$ cat config.mk
export PLATFORM = sky130hd
export DESIGN_NAME = mult_control
export DESIGN_NICKNAME = d
export VERILOG_FILES = /design/src/rtl/mult_control.sv
export SDC_FILE = /design/constraint.sdc
export NUM_CORES = 1
export LEC_CHECK = 0
export ABC_AREA = 1
export BUFFER_PORTS_ARGS = -buffer_cell sky130_fd_sc_hd__buf_4
export CAP_MARGIN = 20
export CELL_PAD_IN_SITES_DETAIL_PLACEMENT = 1
export CELL_PAD_IN_SITES_GLOBAL_PLACEMENT = 2
export CORE_MARGIN = 2
export CORE_UTILIZATION = 23
export CTS_CLUSTER_SIZE = 28
export DETAILED_ROUTE_END_ITERATION = 7
export GPL_ROUTABILITY_DRIVEN = 0
export HOLD_SLACK_MARGIN = 0.15
export PLACE_DENSITY_LB_ADDON = 0.1
export SLEW_MARGIN = 20
export SYNTH_ARGS = -nofsm -noshare
export SYNTH_HDL_FRONTEND = slang
export SYNTH_SLANG_ARGS = --single-unit
$ cat constraint.sdc
create_clock -name Clk -period 1.25 [get_ports Clk]
set_clock_uncertainty 0.1 [all_clocks]
set_input_delay 0.1875 -clock Clk [delete_from_list [all_inputs] [get_ports Clk]]
set_output_delay 0.1875 -clock Clk [all_outputs]
set_load 0.01 [all_outputs]
$ cat src/rtl/mult_control.sv
// Sequencer for a shift-and-add multiplier: issues Load/Ad/Sh to the accumulator,
// examines the multiplier LSB once per iteration and handshakes completion via St/Done.
module mult_control #(
  parameter int N  = 4,
  parameter int CW = $clog2(N)
) (
  input  logic Clk,
  input  logic Rst,
  input  logic St,
  input  logic M,
  output logic Load,
  output logic Ad,
  output logic Sh,
  output logic Busy,
  output logic Done
);

  typedef enum logic [2:0] {
    IDLE  = 3'd0,
    LOAD  = 3'd1,
    TEST  = 3'd2,
    ADD   = 3'd3,
    SHIFT = 3'd4,
    DONE  = 3'd5
  } state_t;

  localparam logic [CW-1:0] CNT_LAST = CW'(N - 1);

  state_t        state;
  state_t        state_nxt;
  logic [CW-1:0] cnt;

  // State register and iteration counter
  always_ff @(posedge Clk) begin
    if (!Rst) begin
      state <= IDLE;
      cnt   <= '0;
    end else begin
      state <= state_nxt;
      if (state == LOAD)
        cnt <= '0;
      else if (state == SHIFT && cnt != CNT_LAST)
        cnt <= cnt + CW'(1);
    end
  end

  // TEST is the only state that looks at M: the accumulator LSB settles one
  // cycle after each Load/Ad/Sh edge.
  always_comb begin
    state_nxt = state;
    case (state)
      IDLE:    if (St) state_nxt = LOAD;
      LOAD:    state_nxt = TEST;
      TEST:    state_nxt = M ? ADD : SHIFT;
      ADD:     state_nxt = SHIFT;
      SHIFT:   state_nxt = (cnt == CNT_LAST) ? DONE : TEST;
      DONE:    if (!St) state_nxt = IDLE;
      default: state_nxt = IDLE;
    endcase
  end

  // Moore outputs, decoded from the registered state only
  always_comb begin
    Load = 1'b0;
    Ad   = 1'b0;
    Sh   = 1'b0;
    Busy = 1'b0;
    Done = 1'b0;
    case (state)
      LOAD:    begin Load = 1'b1; Busy = 1'b1; end
      TEST:    Busy = 1'b1;
      ADD:     begin Ad = 1'b1; Busy = 1'b1; end
      SHIFT:   begin Sh = 1'b1; Busy = 1'b1; end
      DONE:    Done = 1'b1;
      default: ;
    endcase
  end

endmodule

# [Yosys cells after proc, flatten, opt, wreduce, memory -nomap -nowiden]
# Index checks and enable logic that the tools add are counted.
[totals] regBits=5 elab_cells=28
[classes] addsub=1 eq_ne=9 n_mux=10 bitwise_logic=1 reduce_logical=5
[op_table] cell="3-bit one-hot mux with 6 select lines" n=1
[op_table] cell="3-bit 2-to-1 mux" n=4
[op_table] cell="3-bit by 2-bit == test with 1-bit output (second input constant)" n=2
[op_table] cell="3-bit == test (second input constant)" n=2
[op_table] cell="2-bit != test (second input constant)" n=3
[op_table] cell="1-bit 2-to-1 mux" n=5
[op_table] cell="4-bit OR reduction" n=1
[op_table] cell="3-bit by 1-bit == test with 1-bit output (second input constant)" n=1
[op_table] cell="3-bit logical NOT" n=1
[op_table] cell="2-bit by 1-bit adder with 2-bit output (second input constant)" n=1
[op_table] cell="2-bit == test (second input constant)" n=1
[op_table] cell="2-bit AND reduction" n=1
[op_table] cell="2-bit OR reduction" n=1
[op_table] cell="1-bit logical AND" n=1
[op_table] cell="1-bit inverter" n=1

# [Depth between registers and ports, before layout]
# Gate-level depths: netlist (run 1).
[logic_depth] depth_word=3 mapped_depth=6 ltp_nobuf=6

# [Least setup slack after synthesis (run 1)]
# Ideal clock, no wire load.
[synth_timing] kind="reg2out" from="register state[2]" to="output Busy" t_arrival_ps=842 required_time_ps=962 slack_ps=121 path_stages_with_launch=5 path_cell_list="dfxtp_1 -> inv_2 -> nor3_4 -> inv_1 -> nand2_1"
[synth_between] elab_chain_cells=3 word_cells_on_any_way=6 cone_classes="4 x eq/ne; 1 x mux; 1 x reduce/logical"
[synth_lines] element="start, declared" line_no="29" text="state_t state;"
[synth_lines] element="start signal, assigned" line_no="39" text="state <= state_nxt;"
[synth_lines] element="3-bit by 1-bit == test with 1-bit output (tied with other cells)" line_no="69" text="case (state)"
[synth_lines] element="4-bit OR reduction (no source line) (*)"
[synth_lines] element="1-bit 2-to-1 mux (*)" line_no="69"
[synth_lines] element="end, declared" line_no="14" text="output logic Busy,"
# Every way passes the cells marked *; elsewhere a longest branch is shown, timed or not.

# [Final worst setup path (run 1)]
# Ends and elaborated chain as after synthesis.

==> impl_metrics.csv, run 1 <==
group,metric,value,unit
finish,fin_area,551,µm²
synth,synth.area.top_cells,"dfxtp_1 30%, nand3_1 15%, nand2_1 15%",
run,drv_cap,0,
synth,yosys.area.top_type_share,30.3,%
timing,finalHoldViolations,0,
place,dpl.cell_count,76,
clocking,cts_buffers,3,
power,power.density,1760,nW/µm²
route,wire_per_inst,10.2,µm
place,place_ws,36.3,ps
place,place_area,405,µm²
clocking,clk_latency,240,ps
finish,final_util,41.8,%
global_routing,grt_pass1_wl,1680,µm
power,irDropWorstVdd,791,µV
finish,seq_area,109,µm²
power,total_power,0.971,mW
finish,stdcell_count,88,
outcome,status,"finished, violations left",
timing,maxSlewViolCount,0,
floorplan,start_util,25.1,%
route,first_pass_iters,3,
setup_path,worstSetupStartpointType,"flip-flop",
timing,finalSetupViolations,4,
setup_path,crit_arrival,1040,ps
finish,nets,79,
outcome,violations,"negative setup slack",
setup_path,crit_required,960,ps
clocking,htreeDepth,1,
timing,max_freq,755,MHz
global_routing,antenna_found_initial,0,
timing,fin_worst_hold_slack,266,ps
setup_path,critical_path_class,"flip-flop to primary output",
synth,ys_seq_area_share,30.3,%
route,wirelength,897,µm
clocking,clockBufferDepth,2,
timing,layout_min_cycle_time,1320,ps
global_routing,gr-usage-all-layers,12.3,%
synth,synth_ff_type,"dfxtp_1",
timing,post-route-period-util,106,%
route,drt-vias-per-instance,4.43,
synth,synth_nets,58,
clocking,clock-sinks,5,
synth,ys_types,12,
clocking,clk_pin_slew,40,ps
global_routing,grt_max_degree,10,
timing,tns,-148,ps
place,port_buffers,8,
timing,fin_ws,-74.2,ps
finish,nFillCells,182,
finish,multi_input_area,198,µm²
power,p_leak,0.285,nW
synth,synth_common_cells,"13 x nand2_1, 11 x inv_1, 10 x nand3_1, 5 x dfxtp_1, 4 x nor2_1",
route,drt-initial-drc-count,1,
place,dp_hpwl,680,µm
synth,synth_most_common_cell,"nand2_1",
clocking,cts_tree,"done",
setup_path,cp_max_fo,4,
route,antenna_left,0,
floorplan,core_area,1320,µm²
timing,tightest_slew,228,ps
timing,relSlewSlack,84.8,%
finish,num_antenna_cells,0,
finish,drive_above_1_share,41.1,%
synth,syn_area,330,µm²
synth,avgSynthCellArea,6.23,µm²
global_routing,first_global_vias,424,
synth,yosysWarnings,0,
synth,synth_edf_count,0,
route,vias,390,
synth,synth_top_area_cell,"dfxtp_1",
global_routing,grt_overflow,0,
setup_path,worstSetupEndpointType,"primary output",
clocking,cts-root-buf,"clkbuf_4",
timing,grt_setup_unrepaired,"true",
floorplan,std_cell_rows,13,
synth,synth_cells,53,
floorplan,die_w,41.9,µm
min_path,hp-class,"input port to flip-flop",
route,drc,0,
floorplan,ios,9,
floorplan,die_height,41.9,µm
synth,ys_async_sr_fraction,0,%
synth,ys_ff_latch,5,
finish,area_delta_synth_final,66.7,%
floorplan,fp.dieArea,1760,µm²
report_power, final:
group | internal (mW) | leakage [nW] | switching (mW)
clock | 0.121 | 0.0150 | 0.0645
combinational | 0.241 | 0.228 | 0.243
sequential | 0.217 | 0.0425 | 0.0842
total | 0.579 | 0.285 | 0.392
metal layers:
metal / global-route usage (%) / vias up / part of all wire (%)
li1: - / 207 / -
met1: 13.6 / 178 / 45
met2: 21.9 / 5 / 52
met3: 2.61 / 0 / 2.8
met4: 5.81 / 0 / 0
met5: 0 / - / 0
cell type report:
cell class              count  share of cell area (%)
flip-flops and latches      5                    19.8
repair buffers             17                    27.5
multi-input cells          35                    35.9
clock buffers               4                    4.77
inverters                  12                    8.64
well taps                  15                    3.41
state kept, by name, indices dropped and copies added, names as in the netlist:
register,flops
state,3
cnt,2
cells in the final DEF (no fill, tap or decap):
cell type      Yosys  layout
nand2_1           13      13
buf_4              0      10
inv_1             11       9
nand3_1           10       8
buf_6              1       5
a21oi_1            3       3
clkbuf_4           0       3
inv_2              1       2
nand3_2            0       2
nor2_1             4       2
dfxtp_1            5       2
dlygate4sd3_1      0       2
dfxtp_4            0       2
inv_4              0       1
nor3_4             1       1
nor2_4             0       1
o21ai_2            0       1
nor2_2             0       1
o21ai_0            2       1
nand4_1            1       1
ha_1               1       1
clkbuf_1           0       1
dfxtp_2            0       1
worst paths after layout:
path	to	depth (start not counted)	slack, ps	from
worst max register to register	state[0]	7	80	state[2]
worst max-delay path	Busy	5	-70	state[2]
worst min-delay path	state[2]	6	270	M
worst min register to register	cnt[1]	2	380	cnt[1]
worst max-delay path, stage by stage, from the launching register on:
cell	delay (ps)
dfxtp_2	350
inv_4	50
nor3_4	170
inv_1	60
nand2_1	70
buf_6	100
logic make-up after synthesis:
logic type / share of synthesized area [%]
simple gates: 41.3
buf+inv: 17.0
compound gates: 7.57
fa+ha+maj: 3.79
flops: 30.3
repair_timing:
action	CTS	global route
hold buffers	2	0
endpoints found under the setup margin	5	10
buffers inserted	6	1
gates cloned	0	0
pin swaps	2	2
gates resized for setup	14	7
endpoints found under the hold margin	3	0
Power figures use the tool's default switching activity.
==> inputs of run 2 (changes only) <==
==> constraint.sdc (replaced) <==
create_clock -name Clk -period 1.22 [get_ports Clk]
set_clock_uncertainty 0.1 [all_clocks]
set_input_delay 0.183 -clock Clk [delete_from_list [all_inputs] [get_ports Clk]]
set_output_delay 0.183 -clock Clk [all_outputs]
set_load 0.01 [all_outputs]
==> run 2 against run 1 <==
The run still ends with negative setup slack left. Sequential cell count unchanged. Clock-buffer cell count unchanged. Wire length unchanged. Via count unchanged. Final cell count unchanged. Critical endpoint unchanged.
==> impl_metrics.csv, run 2 (synthesis results as in run 1) <==
group,metric,value,unit
power,p_leak,0.285,nW
route,wirelength,897,µm
clocking,cts-root-buf,"clkbuf_4",
clocking,clk_latency,240,ps
floorplan,std_cell_rows,13,
setup_path,critical_path_class,"flip-flop to primary output",
finish,top_regs,"state: 3 flops, cnt: 2 flops",
power,power.density,1810,nW/µm²
floorplan,core_area,1320,µm²
finish,layout_common_cells,"13 x nand2_1, 10 x buf_4, 9 x inv_1",
route,drc,0,
route,vias,390,
setup_path,crit_path_cell_trace,"inv_4 > nor3_4 > inv_1 > nand2_1 > buf_6",
clocking,cts_tree,"done",
setup_path,worstSetupEndpointType,"primary output",
clocking,htreeDepth,1,
power,irDropWorstVdd,811,µV
global_routing,grt_max_degree,10,
run,drv_cap,0,
route,drt-vias-per-instance,4.43,
clocking,clk_pin_slew,40,ps
route,antenna_left,0,
finish,num_antenna_cells,0,
global_routing,grt_overflow,0,
outcome,violations,"negative setup slack",
route,wire_per_inst,10.2,µm
outcome,status,"finished, violations left",
setup_path,crit_arrival,1040,ps
floorplan,start_util,25.1,%
clocking,cts_buffers,3,
place,port_buffers,8,
floorplan,die_w,41.9,µm
global_routing,antenna_found_initial,0,
setup_path,cp_max_fo,4,
power,total_power,0.995,mW
floorplan,die_height,41.9,µm
clocking,clockBufferDepth,2,
finish,largest_reg_flops,3,
place,place_ws,6.29,ps
floorplan,fp.dieArea,1760,µm²
finish,drive_above_1_share,41.1,%
timing,grt_setup_unrepaired,"true",
place,dp_hpwl,680,µm
setup_path,critical_path_buf_inv_count,3,
finish,nets,79,
timing,max_freq,758,MHz
timing,tns,-252,ps
timing,post-route-period-util,108,%
setup_path,worstSetupStartpointType,"flip-flop",
timing,fin_ws,-99.7,ps
floorplan,ios,9,
timing,finalHoldViolations,0,
min_path,hp-class,"input port to flip-flop",
route,first_pass_iters,3,
global_routing,grt_pass1_wl,1680,µm
timing,relSlewSlack,84.8,%
finish,area_delta_synth_final,66.7,%
timing,tightest_slew,228,ps
setup_path,slowest_stage,"dfxtp_2",
timing,finalSetupViolations,5,
route,drt-initial-drc-count,1,
timing,layout_min_cycle_time,1320,ps
finish,nFillCells,182,
finish,largest-register,"state",
timing,maxSlewViolCount,0,
setup_path,crit_family,"flip-flops",
setup_path,slowest_delay,350,ps
finish,final_common_cell,"nand2_1",
clocking,clock-sinks,5,
global_routing,first_global_vias,426,
setup_path,crit_required,940,ps
global_routing,gr-usage-all-layers,12.3,%
==> run 2: cell counts in the layout (fill, tap and decap cells not counted) <==
No cell type changed its count.
==> run 2: repair_timing <==
action,in CTS,in global routing
setup buffers,6,1
pin swaps,2,2
gates resized for setup,14,7
endpoints found under the setup margin,5,10
hold buffers,2,0
hold endpoints to repair,3,0
==> run 2: per-stage QoR <==
stage	hold slack (ps)	cells	utilization (%)	instance area [µm²]
2_1_floorplan	181	53	-	330
3_3_place_gp	318	76	30.8	405
3_5_place_dp	328	76	30.8	405
4_1_cts	263	88	40.5	533
5_1_grt	292	88	41.8	551
6_report	261	88	41.8	551
==> run 2: tightest hold or removal path, stage by stage <==
cell	delay, ps
buf_4	110
inv_1	50
o21ai_0	70
nand3_1	70
nand2_1	50
inv_1	40
==> run 2: path summary, 6_finish.rpt <==
path	from	end	slack (ps)	cells past startpoint
setup / recovery	state[2]	Busy	-100	5
hold / removal	M	state[2]	260	6
setup reg to reg	state[2]	state[0]	50	7
hold reg to reg	cnt[1]	cnt[1]	380	2
==> run 2: power by group <==
| group | internal [mW] | switching [mW] | leakage, nW | total, mW |
|---|---|---|---|---|
| combinational | 0.247 | 0.249 | 0.228 | 0.496 |
| sequential | 0.223 | 0.0862 | 0.0425 | 0.309 |
| clock | 0.124 | 0.0660 | 0.0150 | 0.190 |
| total | 0.593 | 0.402 | 0.285 | 0.995 |
==> run 2: final cells by class <==
type                            instances  area, µm²  area share (%)
Sequential cell                         5        109            19.8
Clock buffer                            4       26.3            4.77
Tap cell                               15       18.8            3.41
Multi-Input combinational cell         35        198            35.9
Inverter                               12       47.5            8.64
Timing Repair Buffer                   17        151            27.5
==> run 2: layer usage <==
layer  track usage, %  part of all wire, %
met1             13.6                   45
met2             21.9                   52
met3             2.61                  2.8
met4             5.81                    0
met5                0                    0
